<file path="config.mk">
export PLATFORM = sky130hd
export DESIGN_NAME = uart_apb_bridge
export DESIGN_NICKNAME = d
export VERILOG_FILES = /design/src/rtl/uart_apb_bridge.sv
export SDC_FILE = /design/constraint.sdc
export NUM_CORES = 1
export LEC_CHECK = 0
export CAP_MARGIN = 20
export CORE_MARGIN = 2
export CORE_UTILIZATION = 40
export DETAILED_ROUTE_END_ITERATION = 8
export DONT_BUFFER_PORTS = 1
export PLACE_DENSITY = 0.51
export SLEW_MARGIN = 0
export SYNTH_ARGS = -nofsm -noshare
export SYNTH_HDL_FRONTEND = slang
export SYNTH_SLANG_ARGS = --single-unit
</file>
<file path="constraint.sdc">
create_clock -name clk -period 6.7 [get_ports clk]
set_clock_uncertainty 0.2 [all_clocks]
set_input_delay 1.34 -clock clk [delete_from_list [all_inputs] [get_ports clk]]
set_output_delay 1.34 -clock clk [all_outputs]
set_load 0.02 [all_outputs]
</file>
<file path="src/rtl/uart_apb_bridge.sv">
// UART-to-APB bridge: decodes 8N1 command frames from rx, runs one APB
// transfer per command as bus master and returns status/read data on tx.
module uart_apb_bridge #(
    parameter int unsigned CLKS_PER_BIT = 625,
    parameter int unsigned W_ADDR       = 16
) (
    input  logic              clk,
    input  logic              rst_n,
    input  logic              rx,
    output logic              tx,
    output logic              apbm_psel,
    output logic              apbm_penable,
    output logic              apbm_pwrite,
    output logic [W_ADDR-1:0] apbm_paddr,
    output logic [31:0]       apbm_pwdata,
    input  logic [31:0]       apbm_prdata,
    input  logic              apbm_pready,
    input  logic              apbm_pslverr,
    output logic              busy,
    output logic              frame_err
);
    localparam int unsigned      CNT_W     = $clog2(CLKS_PER_BIT);
    localparam logic [CNT_W-1:0] BIT_LAST  = CNT_W'(CLKS_PER_BIT - 1);
    localparam logic [CNT_W-1:0] HALF_LAST = CNT_W'(CLKS_PER_BIT / 2 - 1);

    typedef enum logic [1:0] {RX_IDLE, RX_START, RX_DATA, RX_STOP} rx_state_t;
    typedef enum logic [3:0] {
        CMD, ADDR0, ADDR1, D0, D1, D2, D3, APB_SETUP, APB_ACCESS, RESP
    } state_t;

    logic [1:0]       rst_pipe;
    logic             rst_n_sync;
    logic             rx_meta, rx_s, rx_prev;
    rx_state_t        rx_state, rx_state_nx;
    logic [CNT_W-1:0] rx_cnt;
    logic [2:0]       rx_bit;
    logic [7:0]       rx_shift;
    logic             byte_valid;
    state_t           state, state_nx;
    logic             is_write;
    logic [15:0]      addr, addr_nx;
    logic [31:0]      wdata, wdata_nx, rdata;
    logic [2:0]       resp_idx, resp_len;
    logic             tx_load, tx_busy, tx_done;
    logic [7:0]       tx_data;
    logic [9:0]       tx_shift;
    logic [3:0]       tx_bitn;
    logic [CNT_W-1:0] tx_cnt;

    // Reset synchroniser: asserts asynchronously, releases after two clocks
    always_ff @(posedge clk or negedge rst_n) begin
        if (!rst_n) rst_pipe <= '0;
        else        rst_pipe <= {rst_pipe[0], 1'b1};
    end
    assign rst_n_sync = rst_pipe[1];

    // Two-flop rx synchroniser plus one history flop for falling-edge detect
    always_ff @(posedge clk or negedge rst_n_sync) begin
        if (!rst_n_sync) {rx_meta, rx_s, rx_prev} <= 3'b111;
        else             {rx_meta, rx_s, rx_prev} <= {rx, rx_meta, rx_s};
    end

    // RX next state: start validated at half bit, then 8 data bits and stop
    always_comb begin
        rx_state_nx = rx_state;
        case (rx_state)
            RX_IDLE:  if (rx_prev && !rx_s) rx_state_nx = RX_START;
            RX_START: if (rx_cnt == '0) rx_state_nx = rx_s ? RX_IDLE : RX_DATA;
            RX_DATA:  if (rx_cnt == '0 && rx_bit == 3'd7) rx_state_nx = RX_STOP;
            RX_STOP:  if (rx_cnt == '0) rx_state_nx = RX_IDLE;
            default:  rx_state_nx = RX_IDLE;
        endcase
    end

    // RX state, bit timer, shift register and byte/frame-error pulses
    always_ff @(posedge clk or negedge rst_n_sync) begin
        if (!rst_n_sync) begin
            rx_state   <= RX_IDLE;
            rx_cnt     <= '0;
            rx_bit     <= '0;
            rx_shift   <= '0;
            byte_valid <= 1'b0;
            frame_err  <= 1'b0;
        end else begin
            rx_state   <= rx_state_nx;
            byte_valid <= 1'b0;
            frame_err  <= 1'b0;
            if (rx_state == RX_IDLE)  rx_cnt <= HALF_LAST;
            else if (rx_cnt == '0)    rx_cnt <= BIT_LAST;
            else                      rx_cnt <= rx_cnt - 1'b1;
            if (rx_state == RX_START) rx_bit <= '0;
            if (rx_state == RX_DATA && rx_cnt == '0) begin
                rx_shift <= {rx_s, rx_shift[7:1]};
                rx_bit   <= rx_bit + 1'b1;
            end
            if (rx_state == RX_STOP && rx_cnt == '0) begin
                byte_valid <= rx_s;
                frame_err  <= !rx_s;
            end
        end
    end

    assign resp_len = is_write ? 3'd1 : 3'd5;

    // Parser next state and TX load requests
    always_comb begin
        state_nx = state;
        tx_load  = 1'b0;
        tx_data  = 8'hEE;
        addr_nx  = addr;
        wdata_nx = wdata;
        case (state)
            CMD: if (byte_valid) begin
                if (rx_shift == 8'h01 || rx_shift == 8'h02) state_nx = ADDR0;
                else if (!tx_busy)                          tx_load  = 1'b1;
            end
            ADDR0: if (byte_valid) begin
                addr_nx[7:0] = rx_shift;
                state_nx     = ADDR1;
            end
            ADDR1: if (byte_valid) begin
                addr_nx[15:8] = rx_shift;
                state_nx      = is_write ? D0 : APB_SETUP;
            end
            D0: if (byte_valid) begin wdata_nx[7:0]   = rx_shift; state_nx = D1; end
            D1: if (byte_valid) begin wdata_nx[15:8]  = rx_shift; state_nx = D2; end
            D2: if (byte_valid) begin wdata_nx[23:16] = rx_shift; state_nx = D3; end
            D3: if (byte_valid) begin wdata_nx[31:24] = rx_shift; state_nx = APB_SETUP; end
            APB_SETUP: state_nx = APB_ACCESS;
            APB_ACCESS: if (apbm_pready) begin
                state_nx = RESP;
                tx_load  = 1'b1;
                tx_data  = {7'b0, apbm_pslverr};
            end
            RESP: if (tx_done) begin
                if (resp_idx < resp_len) begin
                    tx_load = 1'b1;
                    case (resp_idx)
                        3'd1:    tx_data = rdata[7:0];
                        3'd2:    tx_data = rdata[15:8];
                        3'd3:    tx_data = rdata[23:16];
                        default: tx_data = rdata[31:24];
                    endcase
                end else begin
                    state_nx = CMD;
                end
            end
            default: state_nx = CMD;
        endcase
        // A bad stop bit abandons a half-received command; bus/response phases run to completion
        if (frame_err && state != APB_SETUP && state != APB_ACCESS && state != RESP)
            state_nx = CMD;
    end

    // Parser registers; APB address/data latch on entry to SETUP and then hold
    always_ff @(posedge clk or negedge rst_n_sync) begin
        if (!rst_n_sync) begin
            state       <= CMD;
            is_write    <= 1'b0;
            addr        <= '0;
            wdata       <= '0;
            rdata       <= '0;
            resp_idx    <= '0;
            apbm_pwrite <= 1'b0;
            apbm_paddr  <= '0;
            apbm_pwdata <= '0;
        end else begin
            state <= state_nx;
            addr  <= addr_nx;
            wdata <= wdata_nx;
            if (state == CMD && byte_valid) is_write <= (rx_shift == 8'h02);
            if (state_nx == APB_SETUP) begin
                apbm_paddr  <= W_ADDR'(addr_nx);
                apbm_pwrite <= is_write;
                if (is_write) apbm_pwdata <= wdata_nx;
            end
            if (state == APB_ACCESS && apbm_pready) begin
                rdata    <= apbm_prdata;
                resp_idx <= 3'd1;
            end else if (state == RESP && tx_load) begin
                resp_idx <= resp_idx + 1'b1;
            end
        end
    end

    assign apbm_psel    = (state == APB_SETUP) || (state == APB_ACCESS);
    assign apbm_penable = (state == APB_ACCESS);
    assign busy         = (state != CMD) || tx_busy;

    assign tx_done = tx_busy && (tx_cnt == '0) && (tx_bitn == 4'd9);
    assign tx      = tx_shift[0];

    // TX framer: start + 8 data + stop; a load on tx_done chains frames with no gap
    always_ff @(posedge clk or negedge rst_n_sync) begin
        if (!rst_n_sync) begin
            tx_shift <= '1;
            tx_bitn  <= '0;
            tx_cnt   <= '0;
            tx_busy  <= 1'b0;
        end else if (tx_load) begin
            tx_shift <= {1'b1, tx_data, 1'b0};
            tx_bitn  <= '0;
            tx_cnt   <= BIT_LAST;
            tx_busy  <= 1'b1;
        end else if (tx_busy) begin
            if (tx_cnt == '0) begin
                tx_cnt   <= BIT_LAST;
                tx_shift <= {1'b1, tx_shift[9:1]};
                tx_bitn  <= tx_bitn + 1'b1;
                if (tx_bitn == 4'd9) tx_busy <= 1'b0;
            end else begin
                tx_cnt <= tx_cnt - 1'b1;
            end
        end
    end
endmodule

</file>
After elaboration in Yosys (flattened, before gate mapping):

Index checks and enable logic that the tools add are counted.

* input bits: 37
* flip-flop bits (word level): 192
* output and inout port bits: 54
* word-level logic and storage cells: 150

* equal/unequal tests: 27
* reduce and logical (&&, ||, !) cells: 28
* magnitude comparators: 1
* add/sub/neg operators: 5
* multiplexer cells: 66

Operator list (count)
* $mux W8: 15
* $mux W10: 8
* $mux W4: 15
* $pmux W4 S10: 1
* $pmux W8 S3: 1
* $eq A4 B3 Y1 const B: 5
* $logic_not A10 Y1: 2
* $sub A10 B1 Y10 const B: 2
* $mux W3: 6
* $pmux W8 S2: 1
* $eq A4 B4 Y1 const B: 3
* $logic_and A1 B1 Y1: 12
* $mux W1: 12
* $mux W2: 5
* $eq A4 B2 Y1 const B: 2
* $eq A8 B1 Y1 const B: 1
* $eq A8 B2 Y1 const B: 1
* $ne A2 B2 Y1 const B: 4
* $ne A4 B4 Y1 const B: 2
* $pmux W2 S4: 1
* $reduce_bool A2 Y1: 4
* $add A3 B1 Y3 const B: 2
* $eq A3 B2 Y1 const B: 2
* $add A4 B1 Y4 const B: 1
* other kinds (15): 19

Logic depth before layout (Yosys ltp):

Gate-level depths: netlist of run 1.

* word-level depth: 8
* gate-level depth with buffers: 8
* depth with buffers taken out: 7

Worst setup path after synthesis of run 1:

Ideal clock, no wire load.

* path type: input-to-reg
* start: input port apbm_pready
* end: register apbm_pwdata[10]
* setup slack: 3.709 ns
* setup time: 0.125 ns
* cell stages on the path: 6
* arrival: 2.666 ns
* buffers on the path: 2
* required time: 6.375 ns
* cells stage by stage: and3_1 -> buf_2 -> a21oi_2 -> a311oi_4 -> buf_6 -> mux2_2

* word-level cells in the longest chain between the ends: 5

Ends and longest elaborated chain
* from (decl): line 17 `input logic apbm_pready,`
* $mux W4: line 130 `APB_ACCESS: if (apbm_pready) begin`
* $pmux W4 S10: line 112 `case (state)`
* $mux W4: line 151 `if (frame_err && state != APB_SETUP && state != APB_ACCESS && state != RESP)`
* $eq A4 B3 Y1: line 172 `if (state_nx == APB_SETUP) begin`
* $reduce_and A2 Y1 (no source line)
* to (signal assigned): line 175 `if (is_write) apbm_pwdata <= wdata_nx;`
* to (decl): line 15 `output logic [31:0] apbm_pwdata,`

Every way passes these cells.
A chain may end at the register's enable or synchronous reset.

Worst setup path in the final report of run 1:

* start: register state[1]
* end: output port apbm_psel

* word-level cells in the longest chain between the ends: 2
* elaborated cells on any way between the ends: 3
* those cells by class: eq/ne: 2; reduce/logical: 1

Ends and longest elaborated chain
* from (decl): line 39 `state_t state, state_nx;`
* from (signal assigned): line 168 `state <= state_nx;`
* $eq A4 B3 Y1 or $eq A4 B4 Y1 (tied branches): line 186 `assign apbm_psel = (state == APB_SETUP) || (state == APB_ACCESS);`
* $logic_or A1 B1 Y1 (*): line 186
* to (decl): line 11 `output logic apbm_psel,`

Mark *: on every way between the ends. The rest lies on a longest branch, timed or not.

==> results of run 1 <==
-- metrics by stage --
step                cells  area, um^2
global placement      936        8540
detailed placement    936        8540
floorplan             690        8320
finish                968        9130
CTS                   968        9130
global route          968        9130
-- layout make-up --
type                            instances  area share [%]
Sequential cell                       191            52.6
Multi-Input combinational cell        452            36.1
Clock buffer                           18            4.81
Tap cell                              270            3.70
Clock inverter                         14            1.58
Inverter                               17           0.699
Timing Repair Buffer                    6           0.494
-- cells by family after synthesis --
logic type | count (synthesis)
AOI/OAI and AO/OA | 88
xor gates and xnor gates | 11
adders and majority gates | 12
buffers and inverters | 47
DFF | 191
muxes | 108
other | 1
and+or+nand+nor | 232
-- registers in the layout (all words and copies together) (netlist names), 2 cells and up, named ones only --
signal       cells
state            4
rdata           32
apbm_paddr      16
resp_idx         3
tx_cnt          10
tx_bitn          4
rx_cnt          10
apbm_pwdata     32
addr            16
rx_bit           3
rx_shift         8
wdata           32
tx_shift         9
rst_pipe         2
-- cell usage after synthesis (6+ instances only) --
| cell | instances | area (um^2) |
|---|---|---|
| clkbuf_1 | 14 | 52.6 |
| mux2_2 | 92 | 1040 |
| dfrtp_1 | 179 | 4480 |
| nand3_1 | 11 | 55.1 |
| nor3_1 | 9 | 45.0 |
| a222oi_1 | 8 | 80.1 |
| ha_1 | 12 | 150 |
| nor2_1 | 23 | 86.3 |
| xnor2_1 | 8 | 70.1 |
| a21oi_1 | 19 | 95.1 |
| nand2_1 | 134 | 503 |
| mux2_1 | 14 | 158 |
| o21ai_0 | 18 | 90.1 |
| buf_2 | 8 | 40.0 |
| dfstp_2 | 12 | 315 |
| inv_1 | 16 | 60.1 |
| or3_1 | 6 | 37.5 |
-- power groups by stage --
stage          logic, mW  registers [mW]  clock network, mW
4_1_cts           0.0951            1.23               1.02
3_5_place_dp      0.0952            1.25                  0
2_1_floorplan     0.0691            1.25                  0
3_3_place_gp      0.0906            1.25                  0
6_report          0.0936            1.23              0.987
5_1_grt            0.110            1.24               1.08
-- layer usage --
| metal | part of all wire (%) | global-route usage [%] |
|---|---|---|
| met2 | 49 | 28.2 |
| met5 | 0 | 0 |
| met1 | 43 | 21.7 |
| met4 | 1.8 | 5.57 |
| met3 | 6.3 | 5.34 |
-- worst max-delay path by stage --
stage,cells past startpoint,endpoint
after detailed placement,6,apbm_pwdata[9]
after global routing,2,apbm_psel
after floorplan,0,asynchronous set/reset pin
final,2,apbm_psel
after CTS,2,apbm_psel
after global placement,6,apbm_pwdata[6]
==> results by group, run 1 <==
Run status
  • Status: complete, no violations

Power
  • Clock power frac: 42.8%
  • Comb pwr share: roughly 4.1%
  • Static Leak: roughly 4.4 nW
  • Seq pwr share: ~53%
  • Final Power: roughly 2.3 mW
  • P per Cell Area: around 250 nW/um^2
  • Switching share of total power: about a quarter
  • Pint: between 1.5 and 2 mW
  • VDD IR max: around 150 uV
  • P_sw: between 500 and 600 uW

Critical path
  • CP startpoint: state[1]
  • CP max-delay cell: o21ai_0
  • Worst setup EP type: primary output
  • R2R setup slack: between 3000 and 4000 ps
  • Worst setup SP type: flop
  • R2r worst-path depth: 7
  • Reg-to-Reg Start: state[2]
  • Worst path cell trace: nand3_1 > o21ai_0
  • Critical path arrival: 2170 ps
  • Worst Path Buf+Inv: 0
  • CP max stage delay: 850 ps
  • Critical-path maximum fanout: 15
  • Crit path max-delay family: compound AO/OA/AOI/OAI gates
  • Critical path type: flop to primary output
  • Data required, critical path: between 5000 and 6000 ps
  • Reg2reg end: apbm_pwdata[9]

Floorplanning
  • Cell row count: 52
  • Core area: approximately 20000 um^2
  • Initial core utilization: 41.0%
  • Die X: roughly 150 um
  • Die Ht: roughly 150 um
  • IO Pins: just over 90
  • Die area: around 22000 um^2

Layout
  • Synthesis-to-layout area growth: 9.74%
  • Most frequent cells in the layout: dfrtp_1 (178), nand2_1 (134), mux2_2 (92)
  • Multi-input gate area: 3300 um^2
  • Number of fill cells: between 1500 and 2000
  • Commonest non-fill, non-tap cell in the layout: dfrtp_1
  • Register area: 4800 um^2
  • Final core occ: roughly 45%
  • Share of layout cells above drive strength 1: 25.1%
  • Layout net count: 734
  • Diode count: 0

GRT
  • Largest net degree at the start of global routing: 72
  • All-layer global routing usage: roughly 17%
  • Antenna violations before repair: 0
  • Grt total ovfl: 0
  • Vias in the first global route: 5371
  • First-pass GRT wire length: approximately 30 mm

STA
  • Endpoints failing setup: 0
  • Crit path time final: approximately 3700 ps
  • TNS Setup: 0 ps
  • Final hold viol count: 0
  • Setup WS post-layout: about 3000 ps
  • Max-slew violation count: 0
  • Part of the cycle the worst path needs: approximately 55%
  • Slew of the pin with the lowest slew margin: 1020 ps
  • Rel. slew slack: 31.4%
  • Hold slack: 153 ps
  • Fmax: 269 MHz
  • RSZ-0062 raised after global routing: false

Routing
  • DR iter-0 viols: roughly 290
  • Drt via density: ~5.3
  • Total number of vias: between 5000 and 6000
  • Drt pass-1 iters: 7
  • # DRC: 0
  • Avg WL per Cell: 18.5 um
  • Antenna Nets Post-Route: 0
  • Routed wire length: between 15 and 20 mm

Worst hold path
  • HP Class: flop to flop
  • Hold endpoint: rst_pipe[1]
  • WHS Path Cells: 0
  • HP Start: rst_pipe[0]

Clock network
  • Longest Clk Path Bufs: 2
  • Hold_buf cts: 0
  • Num Clock Sinks: approximately 190
  • Root Driver: clkbuf_16
  • CTS Buf Count: 17
  • Clock latency on the worst-skew pair: roughly 430 ps
  • CTS tree: done
  • Post-cts resize count: 0
  • CTS H-Tree Depth: 4
  • Setup Buffers After CTS: 0
  • Clk pin slew, worst setup/hold paths: 70 ps

Logic synthesis
  • Largest family of logic cells by synthesized area: multiplexers
  • Cell variety after synth: between 70 and 80
  • Simple-gate share of the synthesized area: around 14%
  • #FFs+latches synth: approximately 190
  • Gate Count Post-Synth: between 600 and 700
  • Adder-Cell Fraction of Synth Area: 1.81%
  • Mapped Area: between 8000 and 9000 um^2
  • Post-synthesis xor/xnor area fraction: 1.16%
  • Compound-Gate Fraction of Synth Area: just over 8%
  • Synthesized area per cell: ~12 um^2
  • Mux cell area share after synthesis: between 10 and 15%
  • Ys flop type: dfrtp_1
  • Post-synth EDFFs: 0
  • Post-Synthesis Net Count: approximately 740
  • Share of synthesized registers carrying an async set or reset: 100%
  • Synth Warn #: 0
  • Sequential share of the synthesized area: ~58%

Placed design
  • Place WS: ~3300 ps
  • Gpl congestion: 0.780
  • Final HPWL DP: about 12 mm
  • I/O Buffers: 0

Run
  • MaxCap Viol Count: 0
Note: power is estimated with default switching activity, not from simulation.
==> inputs of run 2 (changes only) <==
Clock period 6.7 ns to 3.8 ns, I/O delays scaled along.
==> results by group, run 2 (same netlist as run 1, synthesis figures left out) <==
Floorplanning
  • Cell row count: 52 (unchanged)
  • IO Pins: 91 (unchanged)
  • Die Ht: 148 um (unchanged)
  • Die area: 22000 um^2 (unchanged)
  • Core area: 20300 um^2 (unchanged)
  • Initial core utilization: 41.0% (unchanged)
  • Die X: 148 um (unchanged)

STA
  • RSZ-0062 raised after global routing: false
  • Endpoints failing setup: 0 (unchanged)
  • Final hold viol count: 0 (unchanged)
  • TNS Setup: 0 ps (unchanged)
  • Slew of the pin with the lowest slew margin: 830 ps (-189 ps)
  • Fmax: approximately 350 MHz
  • Part of the cycle the worst path needs: between 70% and 80%
  • Rel. slew slack: 44.5% (+13 points)
  • Crit path time final: between 2000 and 3000 ps
  • Max-slew violation count: 0 (unchanged)

Clock network
  • Clk pin slew, worst setup/hold paths: 70 ps (about the same)
  • Post-cts resize count: 0 (unchanged)
  • Num Clock Sinks: 191 (unchanged)
  • CTS H-Tree Depth: 4 (unchanged)
  • CTS tree: done
  • Longest Clk Path Bufs: 2 (unchanged)
  • Clock latency on the worst-skew pair: 430 ps (about the same)
  • CTS Buf Count: 17 (unchanged)
  • Root Driver: clkbuf_16

Worst hold path
  • WHS Path Cells: 0 (unchanged)
  • HP Class: input port to flop

Run
  • MaxCap Viol Count: 0 (unchanged)

Routing
  • Avg WL per Cell: 18.3 um (-0.68%)
  • DR iter-0 viols: 255 (-11%)
  • Total number of vias: 5129 (-0.87%)
  • Drt via density: 5.28 (-1.2%)
  • Antenna Nets Post-Route: 0 (unchanged)
  • Routed wire length: 17.8 mm (-0.37%)
  • Drt pass-1 iters: 4 (-3)
  • # DRC: 0 (unchanged)

Power
  • Switching share of total power: 25.2% (+0.15 points)
  • Static Leak: 4.40 nW (+0.75%)
  • Clock power frac: 44.0% (+1.2 points)
  • VDD IR max: 280 uV (+89%)
  • Seq pwr share: 51.6% (-1.6 points)
  • Comb pwr share: 4.4% (+0.3 points)
  • P per Cell Area: 452 nW/um^2 (+79%)
  • Final Power: 4.16 mW (+80%)
  • Pint: 3.11 mW (+80%)
  • P_sw: 1.05 mW (+81%)

Placed design
  • I/O Buffers: 0 (unchanged)
  • Gpl congestion: 0.819 (+5.0%)
  • Cells after DPL: 938 (+0.21%)
  • Final HPWL DP: 12.0 mm (-1.4%)
  • Placed Instance Area: 8580 um^2 (+0.47%)

Critical path
  • Critical-path maximum fanout: 14 (-1)
  • Critical path type: flop to primary output
  • CP max stage delay: 540 ps (-310 ps)
  • R2r worst-path depth: 5 (-2)
  • Cell repeated most along the worst path: or3_1
  • Worst path cell trace: or3_1 > or3_1
  • Data required, critical path: 2840 ps (-2320 ps)
  • Worst setup SP type: flop
  • CP max-delay cell: dfrtp_1
  • Critical path arrival: 1930 ps (-240 ps)
  • Worst setup EP type: primary output

Layout
  • Fin cells: 971 (+0.31%)
  • Diode count: 0 (unchanged)
  • Synthesis-to-layout area growth: 10.7%
  • Most frequent cells in the layout: dfrtp_1 (178), nand2_1 (134), mux2_2 (92)
  • Share of layout cells above drive strength 1: 25.2% (+0.18 points)
  • Commonest non-fill, non-tap cell in the layout: dfrtp_1
  • Number of fill cells: 1899 (-2.0%)
  • Layout net count: 737 (+0.41%)
  • Design area: 9210 um^2 (+0.92%)
  • Biggest regs: apbm_pwdata x32, rdata x32, wdata x32
  • Multi-input gate area: 3300 um^2 (unchanged)
  • Register area: 4800 um^2 (unchanged)

GRT
  • Vias in the first global route: 5435 (+1.2%)
  • First-pass GRT wire length: 29.6 mm (+1.0%)
  • Grt total ovfl: 0 (unchanged)
  • Largest net degree at the start of global routing: 111 (+54%)
  • All-layer global routing usage: 17.3% (+0.18 points)
  • Antenna violations before repair: 0 (unchanged)

Run status
  • Status: complete, no violations
-- run 2: worst paths after layout --
kind | slack [ps] | end | start
max in group asynchronous | 2690 | tx_bitn[0] | rst_pipe[1]
min in group asynchronous | 170 | apbm_pwdata[5] | rst_pipe[1]
max | 910 | busy | state[2]
min reg2reg | 160 | rst_pipe[1] | rst_pipe[0]
max reg2reg | 920 | apbm_pwdata[7] | state[3]
min | 120 | rx_meta | rx
-- run 2: area by class of cell --
class                      count  share of cell area [%]
sequential                   191                    52.1
inverter                      17                   0.693
tap                          270                    3.67
multi-input combinational    452                    35.8
clock buffer                  17                    4.62
timing repair buffer           9                    1.03
clock inverter                15                    2.08
-- run 2: repair_timing --
item / CTS / global route
hold buffers: 1 / 0
setup buffers: 0 / 0
hold endpoints to repair: 2 / 0
-- run 2: power by group through the flow --
stage | Combinational [mW] | Sequential [mW] | Clock, mW
after global routing | 0.210 | 2.16 | 1.98
after detailed placement | 0.184 | 2.19 | 0
after floorplan | 0.122 | 2.20 | 0
after global placement | 0.176 | 2.19 | 0
after CTS | 0.186 | 2.15 | 1.89
final | 0.181 | 2.15 | 1.83
-- run 2: critical path, delay by kind of cell, from the launching register on --
family	cells	cell delay [ps]
AND/OR/NAND/NOR	2	970
flip-flops	1	540
-- run 2: layer usage --
metal / GRT usage, % / routed length, um / vias to the layer above
met4: 5.81 / 317 / 0
met1: 22.0 / 7730 / 2575
met2: 28.1 / 8580 / 110
met3: 5.80 / 1170 / 21
met5: 0 / 0 / -
li1: - / - / 2423
-- run 2: metrics by stage --
stage	hold WS [ps]	worst slack, ps	utilization [%]
2_1_floorplan	131	462	-
3_3_place_gp	142	975	42.3
3_5_place_dp	146	911	42.3
4_1_cts	99.5	890	45.4
5_1_grt	85.5	725	45.4
6_report	119	906	45.4
==> inputs of run 3 (changes only) <==
Settings changed: PLACE_DENSITY 0.51 to 0.53.
Clock period 3.8 ns to 2.3 ns, I/O delays scaled along.
==> results by group, run 3 (same netlist as run 1, synthesis figures left out) <==
Run status
  • Status: finished with violations
  • Failing checks: setup timing

Routing
  • # DRC: 0 (unchanged)
  • Drt via density: 5.22 (-1.1%)
  • DR iter-0 viols: 317 (+24%)
  • Drt pass-1 iters: 4 (unchanged)
  • Total number of vias: 5849 (+14%)
  • Antenna Nets Post-Route: 0 (unchanged)
  • Avg WL per Cell: 17.4 um (-4.9%)
  • Routed wire length: 19.5 mm (+9.7%)

Critical path
  • R2r worst-path depth: 7 (+2)
  • Critical path arrival: 1720 ps (-210 ps)
  • Data required, critical path: 1640 ps (-1200 ps)
  • Critical path type: flop to primary output
  • Cell repeated most along the worst path: or3_4
  • CP max stage delay: 450 ps (-90 ps)
  • CP startpoint: state[2]
  • WP depth: 2 (unchanged)
  • Worst Path Buf+Inv: 0 (unchanged)
  • Worst setup EP type: primary output
  • CP max-delay cell: dfrtp_2
  • Reg-to-Reg Start: state[2]
  • Crit path max-delay family: simple AND/OR/NAND/NOR gates
  • Worst path cell trace: or3_4 > or3_4
  • Critical-path maximum fanout: 6 (-8)
  • Worst setup SP type: flop

STA
  • Setup WS post-layout: -83.6 ps (-990 ps)
  • Part of the cycle the worst path needs: 104%
  • RSZ-0062 raised after global routing: true
  • Max-slew violation count: 0 (unchanged)
  • Fmax: about 420 MHz
  • Crit path time final: 2380 ps
  • Final hold viol count: 0 (unchanged)
  • Endpoints failing setup: 56 (+56)
  • TNS Setup: -2020 ps (-2020 ps)

Floorplanning
  • IO Pins: 91 (unchanged)
  • Initial core utilization: 41.0% (unchanged)
  • Die X: 148 um (unchanged)
  • Cell row count: 52 (unchanged)
  • Die Ht: 148 um (unchanged)
  • Die area: 22000 um^2 (unchanged)
  • Core area: 20300 um^2 (unchanged)

Clock network
  • Clk pin slew, worst setup/hold paths: 80 ps (about the same)
  • Num Clock Sinks: 191 (unchanged)
  • CTS Buf Count: 17 (unchanged)
  • Clock latency on the worst-skew pair: 440 ps (about the same)
  • CTS H-Tree Depth: 4 (unchanged)
  • CTS tree: done
  • Longest Clk Path Bufs: 2 (unchanged)
  • Root Driver: clkbuf_16

Power
  • P per Cell Area: 639 nW/um^2 (+41%)
  • VDD IR max: 450 uV (+61%)
  • Static Leak: 5.21 nW (+18%)

Layout
  • Layout net count: 886 (+20%)
  • Commonest non-fill, non-tap cell in the layout: dfrtp_1
  • Number of fill cells: 1731 (-8.8%)
  • Share of layout cells above drive strength 1: 40.9% (+16 points)
  • Fin cells: 1120 (+15%)
  • Biggest regs: apbm_pwdata x32, rdata x32, wdata x32
  • Final core occ: 54.6% (+9.2 points)
  • Most frequent cells in the layout: dfrtp_1 (173), nand2_1 (130), buf_4 (101)
  • Diode count: 0 (unchanged)
  • Synthesis-to-layout area growth: 33.3%

Placed design
  • Cells after DPL: 1029 (+9.7%)
  • Final HPWL DP: 13.0 mm (+7.9%)
  • Gpl congestion: 0.842 (+2.9%)
  • I/O Buffers: 0 (unchanged)

Run
  • MaxCap Viol Count: 0 (unchanged)

GRT
  • First-pass GRT wire length: 31.7 mm (+7.2%)
  • Grt total ovfl: 0 (unchanged)
  • Vias in the first global route: 6111 (+12%)
  • All-layer global routing usage: 18.2% (+0.85 points)
  • Antenna violations before repair: 0 (unchanged)
  • Largest net degree at the start of global routing: 75 (-32%)

Worst hold path
  • HP Class: input port to asynchronous set/reset pin
-- run 3: layer usage --
metal / track usage (%) / wire, um / vias up
met5: 0 / 0 / -
li1: - / - / 2730
met4: 5.57 / 385 / 0
met3: 3.83 / 783 / 27
met1: 24.4 / 8780 / 2982
met2: 29.8 / 9580 / 110
-- run 3: cell type report --
cell class                      count  area, um^2  share of cell area (%)
Sequential cell                   191        4800                    43.3
Tap cell                          270         338                    3.05
Clock buffer                       17         425                    3.84
Clock inverter                     15         210                    1.90
Inverter                           17        68.8                   0.621
Multi-Input combinational cell    452        3790                    34.2
Timing Repair Buffer              158        1450                    13.1
-- run 3: path summary, 6_finish.rpt --
check,slack [ps],end
max,-80,busy
min,40,rst_pipe[1]
max reg2reg,-80,apbm_pwdata[7]
min reg2reg,150,rst_pipe[1]
max in group asynchronous,1310,rx_prev
min in group clk,120,tx_shift[1]
-- run 3: timing repair --
action,CTS,global route
hold endpoints to repair,35,0
resized for setup,43,50
setup buffers,15,8
cloned,2,0
endpoints found under the setup margin,67,81
hold buffers,34,0
pin swaps,13,9
-- run 3: power breakdown --
group | internal, mW | switching [mW] | total [mW]
logic | 0.238 | 0.237 | 0.476
registers | 3.45 | 0.101 | 3.55
clock network | 1.52 | 1.53 | 3.06
total | 5.21 | 1.87 | 7.08
-- run 3: worst reg2reg max path: stages (launching register included) --
cell and delay [ps]:
dfrtp_2 450, or3_4 440, nor2_4 150, a21oi_4 80, a311oi_4 250, buf_6 190
buf_16 190, mux2_4 320
-- run 3: metrics by stage --
stage | total power [mW] | setup WS [ps] | instance area [um^2] | hold slack (ps)
floorplan | 3.83 | -160 | 8520 | -35.6
global placement | 3.98 | -77.4 | 9520 | -35.5
detailed placement | 4.00 | -147 | 9520 | -35.5
CTS | 7.13 | -80.9 | 10800 | 36.2
global route | 7.39 | -145 | 11100 | 40.8
finish | 7.08 | -83.6 | 11100 | 43.2
